===== config.mk =====
export PLATFORM = sky130hd
export DESIGN_NAME = stage_controller
export DESIGN_NICKNAME = d
export VERILOG_FILES = /design/src/rtl/stage_controller.sv
export SDC_FILE = /design/constraint.sdc
export NUM_CORES = 1
export LEC_CHECK = 0
export BUFFER_PORTS_ARGS = -buffer_cell sky130_fd_sc_hd__buf_2
export CAP_MARGIN = 20
export CORE_MARGIN = 5
export CORE_UTILIZATION = 45
export CTS_BUF_LIST = sky130_fd_sc_hd__clkbuf_4 sky130_fd_sc_hd__clkbuf_8
export DETAILED_ROUTE_END_ITERATION = 10
export PLACE_DENSITY = 0.75
export SETUP_SLACK_MARGIN = 0.5
export SLEW_MARGIN = 40
export SYNTH_ARGS = -nofsm -noshare
export SYNTH_HDL_FRONTEND = slang
export SYNTH_SLANG_ARGS = --single-unit

===== constraint.sdc =====
create_clock -name clk -period 2.45 [get_ports clk]
set_input_delay 0.245 -clock clk [delete_from_list [all_inputs] [get_ports clk]]
set_output_delay 0.245 -clock clk [all_outputs]
set_load 0.03 [all_outputs]

===== src/rtl/stage_controller.sv =====
// Sequencing controller for a multi-cycle core: walks each instruction through
// IF/RR/EX/MA/RW, owns the PC and retire counter, and halts on halt or handshake timeout.
module stage_controller #(
    parameter int          XLEN     = 32,
    parameter logic [XLEN-1:0] RESET_PC = 'h8000,
    parameter int          CNT_W    = 32,
    parameter bit          SKIP_MA  = 1'b1,
    parameter int unsigned WAIT_MAX = 255
) (
    input  logic             clk,
    input  logic             rst,
    output logic             imem_req,
    input  logic             imem_ack,
    output logic             dmem_req,
    output logic             dmem_we,
    input  logic             dmem_ack,
    input  logic             is_load,
    input  logic             is_store,
    input  logic             is_halt,
    input  logic             reg_we_dec,
    input  logic [XLEN-1:0]  npc,
    output logic [XLEN-1:0]  pc,
    output logic [2:0]       stage,
    output logic             dec_clear,
    output logic             alu_clear,
    output logic             reg_we,
    output logic             halted,
    output logic             timeout_err,
    output logic [CNT_W-1:0] retire_cnt
);

    // wait_q counts cycles already spent waiting in the current IF/MA visit;
    // the timeout fires on the cycle whose ordinal equals WAIT_MAX.
    localparam int WAIT_W = (WAIT_MAX < 2) ? 1 : $clog2(WAIT_MAX);
    localparam logic [WAIT_W-1:0] WAIT_LAST = (WAIT_MAX == 0) ? '0 : WAIT_W'(WAIT_MAX - 1);

    typedef enum logic [2:0] {
        ST_IF   = 3'd0,
        ST_RR   = 3'd1,
        ST_EX   = 3'd2,
        ST_MA   = 3'd3,
        ST_RW   = 3'd4,
        ST_HALT = 3'd5
    } state_t;

    state_t            state_q;
    state_t            state_d;
    logic [XLEN-1:0]   pc_q;
    logic [CNT_W-1:0]  cnt_q;
    logic [WAIT_W-1:0] wait_q;
    logic              tmo_q;

    logic mem_op;
    logic wait_hit;
    logic wait_inc;
    logic tmo_set;
    logic retire;

    assign mem_op   = is_load | is_store;
    assign wait_hit = (WAIT_MAX != 0) && (wait_q == WAIT_LAST);

    // Handshakes: a request is held high for every cycle of its state; the
    // matching ack completes it on any cycle the request is high, and an ack
    // seen while the request is low is ignored. An ack beats a same-cycle timeout.
    always_comb begin
        state_d  = state_q;
        wait_inc = 1'b0;
        tmo_set  = 1'b0;
        retire   = 1'b0;
        case (state_q)
            ST_IF: begin
                if (imem_ack) begin
                    state_d = ST_RR;
                end else if (wait_hit) begin
                    state_d = ST_HALT;
                    tmo_set = 1'b1;
                end else begin
                    wait_inc = 1'b1;
                end
            end
            ST_RR: state_d = ST_EX;
            ST_EX: begin
                if (is_halt)
                    state_d = ST_HALT;
                else if (mem_op || !SKIP_MA)
                    state_d = ST_MA;
                else
                    state_d = ST_RW;
            end
            ST_MA: begin
                if (!mem_op || dmem_ack) begin
                    state_d = ST_RW;
                end else if (wait_hit) begin
                    state_d = ST_HALT;
                    tmo_set = 1'b1;
                end else begin
                    wait_inc = 1'b1;
                end
            end
            ST_RW: begin
                state_d = ST_IF;
                retire  = 1'b1;
            end
            ST_HALT: state_d = ST_HALT;
            default: state_d = ST_IF;
        endcase
    end

    always_ff @(posedge clk) begin
        if (rst) begin
            state_q <= ST_IF;
            pc_q    <= RESET_PC;
            cnt_q   <= '0;
            wait_q  <= '0;
            tmo_q   <= 1'b0;
        end else begin
            state_q <= state_d;
            if (retire) begin
                pc_q  <= npc;
                cnt_q <= cnt_q + CNT_W'(1);
            end
            if (state_d != state_q)
                wait_q <= '0;
            else if (wait_inc)
                wait_q <= wait_q + WAIT_W'(1);
            if (tmo_set)
                tmo_q <= 1'b1;
        end
    end

    // Outputs are forced to their reset values while rst is high, even before
    // the first clock edge has loaded the registers.
    assign stage       = state_q;
    assign imem_req    = !rst && (state_q == ST_IF);
    assign dec_clear   = !rst && (state_q == ST_RR);
    assign alu_clear   = !rst && (state_q == ST_EX);
    assign dmem_req    = !rst && (state_q == ST_MA) && mem_op;
    assign dmem_we     = !rst && (state_q == ST_MA) && is_store;
    assign reg_we      = !rst && (state_q == ST_RW) && reg_we_dec;
    assign halted      = !rst && (state_q == ST_HALT);
    assign timeout_err = !rst && tmo_q;
    assign pc          = rst ? RESET_PC : pc_q;
    assign retire_cnt  = rst ? '0 : cnt_q;

endmodule


Yosys cells after proc, flatten, opt, wreduce, memory -nomap -nowiden. Cells that the tools add are included.

Add/sub/neg operators: 2. Equality and inequality tests: 7. Mux-type cells: 17. Bitwise gates (word level): 1. Reduce and logical (&&, ||, !) cells: 15.

Operator list (number): two-way mux 32 bit (2); adder 32 x 1 -> 32 bit, second input constant (1); two-way mux 3 bit (5); case mux 3 bit (5 select lines) (1); logical AND 1 bit (10); adder 8 x 1 -> 8 bit, second input constant (1); equality test 8 bit, second input constant (1); two-way mux 1 bit (7); equality test 3 x 2 -> 1 bit, second input constant (2); equality test 3 bit, second input constant (2); case mux 1 bit (2 select lines) (2); equality test 3 x 1 -> 1 bit, second input constant (1); logical NOT 3 bit (1); != test 3 bit (1); logical NOT 1 bit (2); OR reduction 2 bit (1); logical OR 1 bit (1); bitwise OR 1 bit (1).

Register bits: 76. Bits of input ports: 40. Output and inout bits: 75. Logic and storage cells: 47.

Depth between registers and ports, before layout.
Depth in word-level cells: 7. Mapped depth: 7. Mapped depth without buffers: 6.

Worst setup path before layout. Ideal clock, no wire load.

Path kind: reg-to-reg. From: register state_q[2] (netlist: stage[2]). To: register cnt_q[29]. Setup time: 0.121 ns. Data arrival time: 2.059 ns. Required time: 2.329 ns. Slack: 0.270 ns. Stages on the path, launching flop included: 5. Path buffers: 0. Clock period less this slack: 2.180 ns. Path through: dfxtp_1 > or3b_4 > or4_4 > nor4_1 > mux2_2.

Word-level cells in the longest chain between the ends: 2.

RTL lines: from (decl) (line 46) `state_t state_q;`; from (signal assigned) (line 117) `state_q <= state_d;`; equality test 3 bit (line 70) `case (state_q)`; two-way mux 1 bit (line 70); to (signal assigned) (line 120) `cnt_q <= cnt_q + CNT_W'(1);`; to (decl) (line 49) `logic [CNT_W-1:0] cnt_q;`.

Every way passes these cells. A chain may end at the register's enable or synchronous reset.

Worst setup path in the final report.
From: register state_q[1] (netlist: stage[1]). To: register cnt_q[29].

The elaborated chain is that of the path after synthesis.

==> impl_metrics.yaml <==
grt:
  grt_pass1_wl_mm: 15.95
  first_global_vias: 3433
  grt_antenna_before_repair: 0
  grt_start_max_net_pins: 57
  grt.total_usage_pct: 19.00
  grt-ovfl-total: 0
critical_path:
  cp_top_family: "simple AND/OR/NAND/NOR gates"
  endpoint_kind: "register"
  required_ns: 2.68
  cpPeakStageDelay_ns: 0.48
  regToRegSetupSlack_ns: 0.54
  cpMaxStageDelayCell: "or4_4"
  startpoint: "stage[1]"
  ff2ff_path_depth: 4
  crit_fanout: 11
  crit_type: "reg -> reg"
  r2r-end: "cnt_q[29]"
  worstReg2RegStart: "stage[1]"
  cp.arrival_ns: 2.13
  critPathBufInv: 0
  critical_path.cell_chain: "or3b_4 -> or4_4 -> nor4_4 -> mux2_2"
  cp-start-kind: "register"
flow_run:
  max_cap_viol_count: 0
timing:
  finalMaxSlewViolations: 0
  max_slew.worst_pin.slew_ns: 0.5185
  fmax_ghz: 0.5242
  period_share_pct: 77.87
  rsz0062_at_grt: "true"
  finalHoldViolCount: 0
  holdWs_ns: 0.1118
  slew-limit-headroom_pct: 65.43
  final.setup_skew_ns: 0.01314
  fin_crit_ns: 1.908
  setup_viol: 0
  finalSetupTns_ns: 0
power:
  p_leak_nw: 2.019
  ir_drop_mv: 0.3189
  powerDensity_nw_per_um2: 562.9
route:
  drt-initial-drc-count: 142
  via_per_inst: 5.493
  drtAntennaViolNets: 0
  vias: 3576
  wl_per_cell_um: 14.87
  dr.pass1.iters: 4
  wirelength_mm: 9.681
  drc_errors: 0
placed_design:
  gp_congestion: 0.8122
  io_buffer_count: 114
  dpl.hpwl_mm: 6.721
cts:
  path_clk_slew_ns: 0.08
  htree_levels: 3
  clock_sinks: 76
  clk_latency_ns: 0.33
  cts_hold_buf: 0
  cts_root_buf: "clkbuf_8"
  cts_tree: "built"
  cts_max_path_buffers: 2
  cts_buffers: 9
finish:
  syn2layout_area_growth_pct: 30.05
  layout_common_cells: "113 x buf_2, 63 x dfxtp_1, 58 x nor2b_1, 32 x o22a_1, 31 x nor2_1"
  multi_input_comb_area_um2: 2160
  layout_commonest_cell: "buf_2"
  final_nets: 585
  drive_above_1_share_pct: 35.71
  fin_util_pct: 59.51
  nFillCells: 729
  final-seq-area_um2: 1545
  diodes: 0
die:
  die_area_um2: 10190
  ios: 115
  std_cell_rows: 33
  dieHeight_um: 101.0
  coreArea_um2: 8134
  die_w_um: 101.0
  start_util_pct: 45.76
synth:
  syn_inst: 427
  yosys.cell_types.count: 46
  synth.top_cell.area_share_pct: 40.87
  synth-seq-cells: 76
  synth_ff_type: "dfxtp_1"
  synth_area_leaders: "dfxtp_1 41%, nor2b_1 9.9%, o22a_1 7.5%"
  synth_area_um2: 3722
  synth_enable_flop_cells: 0
  synthArstFlopShare_pct: 0
  seq_area_frac_synth_pct: 40.87
  synth_nets: 470
  syn_avg_cell_area_um2: 8.717
  yosys.area.top_type: "dfxtp_1"
  yosysWarnings: 0
hold_path:
  hold_end: "pc_q[15]"
  hold_class: "in -> reg"
  hold_depth: 3
  min_from: "npc[15]"
outcome:
  status: "complete, no violations"
==> where the power goes <==
part	total (mW)	switching, mW	internal, mW	leakage (nW)
sequential	1.29	0.0259	1.26	0.621
clock	1.15	0.438	0.711	0.119
combinational	0.286	0.170	0.116	1.28
total	2.72	0.634	2.09	2.02
==> registers in the layout (all words and copies together) (netlist names) <==
name and count:
cnt_q 32, pc_q 32, stage 3, tmo_q 1, wait_q 8
==> synth_stat cells (2+ instances only) <==
library cell,instances
and2_1,2
nand4_1,10
or3_1,10
or2_2,3
o21a_1,3
nor3_1,17
nor4_1,11
and4_1,4
xor2_1,5
or4_1,10
nand3b_1,2
a21oi_1,10
clkbuf_1,18
ha_1,3
nor2_1,33
mux2_2,12
inv_1,12
dfxtp_1,76
nand3_1,13
a211oi_1,9
o22a_1,32
nand2b_1,2
o21ai_0,10
a31oi_1,2
xnor2_1,5
buf_1,6
nor2b_1,59
buf_2,2
nand2_1,17
and3_1,6
o31ai_1,8
==> routing by layer <==
layer	up-vias	wire [um]	share of wire (%)	global-route usage, %
li1	1779	-	-	-
met1	1647	4232	44	24.53
met2	133	4544	47	30.43
met3	17	708	7.3	4.637
met4	0	195	2.0	7.669
met5	-	0	0	0
==> worst register-to-register path: cells and delay by family (launching register included) <==
kind | cells | cell delay [ns]
simple gates | 3 | 1.06
mux | 1 | 0.36
flops | 1 | 0.40
==> area by class of cell <==
type	count	share of cell area, %
Multi-Input combinational cell	311	44.61
Sequential cell	76	31.92
Tap cell	105	2.714
Timing Repair Buffer	132	14.81
Clock inverter	4	2.016
Clock buffer	11	2.998
Inverter	12	0.9305
==> worst max-delay path by stage <==
| stage | to | slack, ns | cells past startpoint |
|---|---|---|---|
| finish | cnt_q[29] | 0.54 | 4 |
| global route | wait_q[4] | 0.47 | 5 |
| CTS | cnt_q[26] | 0.50 | 5 |
| detailed placement | cnt_q[31] | 0.32 | 4 |
| global placement | cnt_q[28] | 0.36 | 4 |
| floorplan | cnt_q[29] | 0.41 | 5 |
==> stage by stage <==
stage	setup WS (ns)	power [mW]	area, um2	instances
after global placement	0.3600	1.564	4405	627
final	0.5422	2.725	4841	651
after floorplan	0.4071	1.481	3735	427
after detailed placement	0.3179	1.571	4405	627
after global routing	0.4726	2.844	4841	651
after CTS	0.5012	2.728	4735	646
==> logic make-up after synthesis <==
logic type	count (synthesis)	share of synthesized area, %
AO/OA/AOI/OAI	79	15.76
XOR/XNOR	10	2.353
adder cells (fa/ha/maj)	3	1.009
buffers and inverters	40	4.336
flip-flops	76	40.87
multiplexers	13	3.899
AND/OR/NAND/NOR	206	31.76
==> timing repair <==
action | CTS | global route
endpoints found under the setup margin | 19 | 20
pin swaps | 2 | 2
resized for setup | 14 | 17
setup buffers | 4 | 5
Power figures use the tool's default switching activity.
